==> src/rtl/uart_cmd_pkg.sv <==
// rtl/uart_cmd_pkg.sv - shared types and constants for the UART command assembler
//
// Holds the assembler state encoding, the byte width and the default
// parameter values used by uart_cmd_asm and uart_idle_timer.
`timescale 1ns/1ps

package uart_cmd_pkg;

  localparam int BYTE_W             = 8;
  localparam int NUM_BYTES_DEF      = 3;
  localparam int TIMEOUT_CYCLES_DEF = 104166;

  typedef enum logic [1:0] {
    IDLE    = 2'd0,
    COLLECT = 2'd1,
    FULL    = 2'd2
  } state_t;

endpackage

==> src/rtl/uart_idle_timer.sv <==
// rtl/uart_idle_timer.sv - idle-cycle counter with single-cycle expiry flag
//
// Counts clocks while enable is high and clear is low. expire is high in the
// cycle where the count sits at TIMEOUT_CYCLES-1, unless clear is also high
// that cycle (a fresh event always beats the timeout).
//
// Ports:
//   clk     in   system clock, rising edge
//   rst_n   in   synchronous active-low reset
//   clear   in   restart the count from 0
//   enable  in   count only while high; count held at 0 otherwise
//   expire  out  combinational expiry indication
`timescale 1ns/1ps

module uart_idle_timer
  import uart_cmd_pkg::*;
#(
  parameter int TIMEOUT_CYCLES = TIMEOUT_CYCLES_DEF
) (
  input  logic clk,
  input  logic rst_n,
  input  logic clear,
  input  logic enable,
  output logic expire
);

  localparam int CW = (TIMEOUT_CYCLES > 1) ? $clog2(TIMEOUT_CYCLES) : 1;
  localparam logic [CW-1:0] LAST = CW'(TIMEOUT_CYCLES - 1);

  logic [CW-1:0] cnt;

  // Saturates at LAST so a held-off expiry never wraps back to 0.
  always_ff @(posedge clk) begin
    if (!rst_n || clear || !enable) begin
      cnt <= '0;
    end else if (cnt != LAST) begin
      cnt <= cnt + CW'(1);
    end
  end

  assign expire = enable & ~clear & (cnt == LAST);

endmodule

==> src/rtl/uart_cmd_asm.sv <==
// rtl/uart_cmd_asm.sv - packs NUM_BYTES UART bytes (MSB first) into one command word
//
// Optional feature macro: UART_CMD_TIMEOUT_EN (inter-byte idle timeout that
// aborts a partial command and pulses timeout_err).
//
// Ports:
//   clk          in   system clock, rising edge
//   rst_n        in   synchronous active-low reset
//   rx_data[7:0] in   byte from UART_rx
//   rx_rdy       in   UART_rx byte valid, level until cleared
//   clr_rx_rdy   out  combinational capture strobe back to UART_rx clr_rdy
//   cmd          out  assembled command, first byte in MSBs
//   cmd_rdy      out  command valid, level
//   clr_cmd_rdy  in   consumer acknowledge
//   timeout_err  out  one-cycle pulse on partial-command abort (0 without macro)
`timescale 1ns/1ps

module uart_cmd_asm
  import uart_cmd_pkg::*;
#(
  parameter int NUM_BYTES      = NUM_BYTES_DEF,
  parameter int TIMEOUT_CYCLES = TIMEOUT_CYCLES_DEF
) (
  input  logic                          clk,
  input  logic                          rst_n,
  input  logic [BYTE_W-1:0]             rx_data,
  input  logic                          rx_rdy,
  output logic                          clr_rx_rdy,
  output logic [BYTE_W*NUM_BYTES-1:0]   cmd,
  output logic                          cmd_rdy,
  input  logic                          clr_cmd_rdy,
  output logic                          timeout_err
);

  localparam int CMD_W = BYTE_W * NUM_BYTES;
  localparam int CNT_W = $clog2(NUM_BYTES + 1);
  localparam logic [CNT_W-1:0] LAST = CNT_W'(NUM_BYTES - 1);

  if (NUM_BYTES < 2 || NUM_BYTES > 4 || TIMEOUT_CYCLES < 2) begin : g_bad_param
    $error("uart_cmd_asm: NUM_BYTES must be 2..4 and TIMEOUT_CYCLES >= 2");
  end

  state_t           state;
  state_t           state_nxt;
  logic [CNT_W-1:0] count;
  logic             capture;
  logic             last_byte;
  logic             expire;

  // A pending acknowledge takes priority over a new byte; the byte simply
  // waits in UART_rx for one more cycle.
  assign capture   = rx_rdy & (state != FULL) & ~clr_cmd_rdy;
  assign last_byte = capture & (count == LAST);

  // State register
  always_ff @(posedge clk) begin
    if (!rst_n) begin
      state <= IDLE;
    end else begin
      state <= state_nxt;
    end
  end

  // Next-state logic
  always_comb begin
    state_nxt = state;
    case (state)
      IDLE: begin
        if (capture) state_nxt = COLLECT;
      end
      COLLECT: begin
        if (last_byte)   state_nxt = FULL;
        else if (expire) state_nxt = IDLE;
      end
      FULL: begin
        if (clr_cmd_rdy) state_nxt = IDLE;
      end
      default: state_nxt = IDLE;
    endcase
  end

  // Outputs; the strobe is gated by reset so UART_rx is never cleared while
  // the assembler is being reset.
  always_comb begin
    cmd_rdy    = (state == FULL);
    clr_rx_rdy = rst_n & capture;
  end

  // Byte counter and shift register. cmd is left untouched on acknowledge so
  // the consumer may keep reading it until the next byte arrives.
  always_ff @(posedge clk) begin
    if (!rst_n) begin
      count <= '0;
      cmd   <= '0;
    end else if (capture) begin
      cmd   <= {cmd[CMD_W-BYTE_W-1:0], rx_data};
      count <= last_byte ? '0 : count + CNT_W'(1);
    end else if (expire) begin
      count <= '0;
    end
  end

`ifdef UART_CMD_TIMEOUT_EN
  logic coll;

  assign coll = (state == COLLECT);

  uart_idle_timer #(
    .TIMEOUT_CYCLES (TIMEOUT_CYCLES)
  ) u_idle_timer (
    .clk    (clk),
    .rst_n  (rst_n),
    .clear  (capture),
    .enable (coll),
    .expire (expire)
  );

  always_ff @(posedge clk) begin
    if (!rst_n) begin
      timeout_err <= 1'b0;
    end else begin
      timeout_err <= expire;
    end
  end
`else
  assign expire      = 1'b0;
  assign timeout_err = 1'b0;
`endif

endmodule

==> config.mk <==
export PLATFORM = sky130hd
export DESIGN_NAME = uart_cmd_asm
export DESIGN_NICKNAME = d
export VERILOG_FILES = /design/src/rtl/uart_cmd_pkg.sv /design/src/rtl/uart_idle_timer.sv /design/src/rtl/uart_cmd_asm.sv
export SDC_FILE = /design/constraint.sdc
export NUM_CORES = 1
export LEC_CHECK = 0
export ABC_AREA = 0
export CORE_MARGIN = 1
export CORE_UTILIZATION = 30
export DETAILED_ROUTE_END_ITERATION = 10
export SLEW_MARGIN = 0
export SYNTH_ARGS = -nofsm -noshare
export SYNTH_HDL_FRONTEND = slang
export SYNTH_SLANG_ARGS = --single-unit
==> constraint.sdc <==
create_clock -name clk -period 2.4 [get_ports clk]
set_input_delay 0.6 -clock clk [delete_from_list [all_inputs] [get_ports clk]]
set_output_delay 0.6 -clock clk [all_outputs]
set_load 0.02 [all_outputs]
; ---- Word level (Yosys, flattened, before mapping)
; Index checks and enable logic that the tools add are counted.
[classes]
eq_ne = 7
muxes = 5
bitwise_logic = 5
addsub = 1
reduce_logical = 2
[ops]
columns = cell, count
row1 = $mux 2, 4
row2 = $ne 2x2->1 const B, 3
row3 = $pmux 2 s3, 1
row4 = $and 1x1->1, 4
row5 = $eq 2x2->1 const B, 2
row6 = $reduce_and 3->1, 1
row7 = $add 2x1->2 const B, 1
row8 = $eq 2x1->1 const B, 1
row9 = $logic_not 2->1, 1
row10 = $ne 2x1->1 const B, 1
row11 = $not 1->1, 1
[word_totals]
elab_cells = 23
register_bits = 28
output_inout_bits = 27
input_bits = 12

; ---- Longest topological paths before layout
; Gate-level depths: netlist of the first run.
[depth]
ltp_word = 6
depth_mapped = 5
depth_no_buf = 3

; ---- Worst setup path after synthesis of the first run
; No wires, ideal clock.
[synth_path]
path_type = input -> output
startpoint = in rx_rdy
endpoint = out clr_rx_rdy
setup_slack_ps = 413
arrival_ps = 1387
n_path_buf = 2
required_ps = 1800
stages = 5
path_cell_list = nor2b_4 nor2b_4 buf_12 buf_12 and2_1
[synth_via]
elab_chain_len = 3
[synth_rtl]
columns = item, line_no
row1 = from (decl), uart_cmd_asm.sv:27  ; input logic rx_rdy,
row2 = $and 1x1->1 (2 in a row), uart_cmd_asm.sv:52  ; assign capture = rx_rdy & (state != FULL) & ~clr_cmd_rdy;
row3 = $and 1x1->1, uart_cmd_asm.sv:86  ; clr_rx_rdy = rst_n & capture;
row4 = to (decl), uart_cmd_asm.sv:28  ; output logic clr_rx_rdy,
; Every way passes these cells.

; ---- Final worst setup path of the first run
; Same ends and word-level chain as after synthesis.

==> flow_metrics.tcl, run 1 <==
set metrics [dict create \
    worst-path-max-fanout 2 \
    syn-cell-area_sq_um 1140 \
    power.internal_w 0.000645 \
    place.port_buffers 37 \
    finalHoldWorstSlack_ns 0.462 \
    vias 852 \
    dieHeight_um 63.7 \
    yosysSeqAreaShare_pct 49.1 \
    p_clk_share_pct 29.0 \
    area.growth.synth_to_final_pct 35.4 \
    floorplan.core_area_sq_um 3660 \
    cts.hold.buffers_added 0 \
    ys_seq_elements 28 \
    initial_antenna_violation_count 0 \
    timing.final.ws_setup_ns 0.116 \
    crit_path_cell_trace "clkdlybuf4s50_1 -> nor2b_4 -> nor2b_4 -> and2_1 -> buf_2" \
    starting_utilization_of_the_core_area_pct 31.2 \
    synth.yosys.warnings 0 \
    dieArea_sq_um 4050 \
    synth_cell_type_count 17 \
    layout.nets 159 \
    worst_hold_path_type "flop to flop" \
    syn_area_per_cell_sq_um 10.4 \
    vdd.ir_drop.worst_mv 0.216 \
    cts_tree "yes" \
    crit_buf_inv 2 \
    i_o_pin_count 39 \
    highest_delay_cell_along_the_critical_path "sky130_fd_sc_hd__clkdlybuf4s50_1" \
    maxCapViolCount 0 \
    timing.critical_path.required_ns 1.80 \
    global_route_wire_length_before_repair_um 3610 \
    swShare_pct 22.7 \
    timing.fmax_mhz 438 \
    final_report_max_slew_violation_count 0 \
    clock-skew-final_ns 0.00550 \
    synth_cells 110 \
    max_clock_buf_depth 2 \
    worst_ep_arrival_time_ns 1.68 \
    drc 0 \
    fin_util_pct 42.2 \
    grt_pass1_vias 864 \
    gp_routability_congestion 0.679 \
    min_period_ns 2.28 \
    grt_start_max_net_pins 39 \
    multiInputGateArea_sq_um 492 \
    globalRoute.totalOverflow 0 \
    rsz0062_at_grt "no" \
    crit_type "input port to output port" \
    cp_slowest_stage_delay_ns 0.48 \
    power_density_nw_per_um2 540 \
    worst_setup_path_start_kind "input port" \
    final_layout_size_suffix_gt1_share_pct 6.90 \
    placement_rows 22 \
    fillCellCount 362 \
    critPathMostFrequentCell "sky130_fd_sc_hd__nor2b_4" \
    drt_pass1_iterations 2 \
    most-common-layout-cells "sky130_fd_sc_hd__nand2_1 (36), sky130_fd_sc_hd__clkdlybuf4s50_1 (36), sky130_fd_sc_hd__dfxtp_1 (28)" \
    detail_route.vias_per_cell 4.41 \
    drt.antenna.violating_nets 0 \
    crit_path_end_kind "output port" \
    power_switching_w 0.000189 \
    p_seq_share_pct 58.2 \
    fin_crit_sh_pct 95.2 \
    place_hpwl_um 1590 \
    leakage_nw 0.576 \
    finalSetupViolCount 0 \
    finalSetupTns_ns 0 \
    synth_fp_nets 122 \
    insertion_delay_ns 0.27 \
    clk_pin_slew_worst_paths_ns 0.08 \
    clk_root_buffer_cell "sky130_fd_sc_hd__clkbuf_8" \
    cts-buffers-inserted 3 \
    antenna_cell_count 0 \
    cts.sinks 28 \
    routed_wire_length_per_instance_um 11.3 \
    combPwrFrac_pct 12.8 \
    timing.final.hold_violations 0 \
    pre_cts_ws_ns -0.327 \
    cts.htree.levels 1 \
    post-layout-total-power_w 0.000834 \
    run_status "complete, no violations" \
    route.final.wire_length_um 2190 \
    die_x_um 63.7 \
    area.sequential_sq_um 561 \
    grt.total_usage_pct 11.6 \
    drt_first_iter_violations 27 \
    worst_path_dominant_cell_family "buffers and inverters" \
]
## what timing repair did
| item | in CTS | in global routing |
|---|---|---|
| hold endpoints to repair | 0 | 0 |
| setup endpoints to repair | 1 | 1 |
| gates resized for setup | 3 | 1 |
| buffers inserted | 0 | 0 |
## registers in the layout, indices dropped and copies added (netlist names)
signal,flops
state,2
count,2
cmd,24
## area by class of cell
class / count / area share [%]
flip-flops and latches: 28 / 36.3
repair buffers: 40 / 25.1
multi-input cells: 73 / 31.8
inverters: 1 / 0.243
clock buffers: 3 / 2.67
well taps: 48 / 3.89
## power groups by stage
stage / sequential, W / clock (W) / combinational (W)
finish: 0.000486 / 0.000242 / 0.000107
global route: 0.000488 / 0.000281 / 0.000115
CTS: 0.000486 / 0.000256 / 0.000109
detailed placement: 0.000497 / 0 / 0.000109
global placement: 0.000496 / 0 / 0.000106
floorplan: 0.000508 / 0 / 0.0000587
## cells in the mapped netlist (all sizes together)
master | instances | share of area, %
nand2 | 36 | 12
dfxtp | 28 | 49
mux2i | 26 | 23
buf | 6 | 6.8
nor2b | 3 | 3.6
clkbuf | 2 | 0.66
a31oi | 1 | 0.55
and2 | 1 | 0.55
and3b | 1 | 0.77
conb | 1 | 0.33
inv | 1 | 0.33
nand3b | 1 | 0.66
nor2 | 1 | 0.33
nor3b | 1 | 0.66
o2111a | 1 | 0.99
## per-layer routing
layer	wire [um]	share of wire, %	track usage [%]
met3	61	2.8	1.63
met5	0	0	0
met4	27	1.2	6.82
met2	1180	54	22.5
met1	911	42	11.5
## per-stage QoR
step	cells	instance area [sq um]
final	193	1550
after global routing	193	1550
after CTS	193	1550
after detailed placement	190	1510
after global placement	190	1510
after floorplan	110	1140
## kinds of logic after synthesis
family,after synthesis,synth area share [%]
and+or+nand+nor,44,18.4
DFF,28,49.1
muxes,26,22.8
buffers and inverters,9,7.79
AOI/OAI and AO/OA,2,1.54
other,1,0.329
## worst reg2reg max path: cells and delay by family (launching register included)
family	cells	cell delay, ns
buffers and inverters	1	0.38
DFF	1	0.40
muxes	1	0.27
and+or+nand+nor	2	0.18
## path summary, 6_finish.rpt
check           start         end  slack (ns)  depth (start not counted)
max            rx_rdy  clr_rx_rdy        0.12                          5
min           cmd[17]     cmd[17]        0.46                          2
max reg2reg  state[0]      cmd[4]        1.10                          4
min reg2reg   cmd[17]     cmd[17]        0.46                          2
Note: power is estimated with default switching activity, not from simulation.
==> inputs of run 2 (changes only) <==
--- a/config.mk
+++ b/config.mk
@@ -9,7 +9,8 @@
 export CORE_MARGIN = 1
 export CORE_UTILIZATION = 30
 export DETAILED_ROUTE_END_ITERATION = 10
-export SLEW_MARGIN = 0
+export SLEW_MARGIN = 40
 export SYNTH_ARGS = -nofsm -noshare
 export SYNTH_HDL_FRONTEND = slang
+export SYNTH_HIERARCHICAL = 1
 export SYNTH_SLANG_ARGS = --single-unit
==> results of run 2 <==
Same layout as run 1: the final DEF is identical, and so are final timing and power.
Main changes from that run: Yosys warning count 0 -> 6
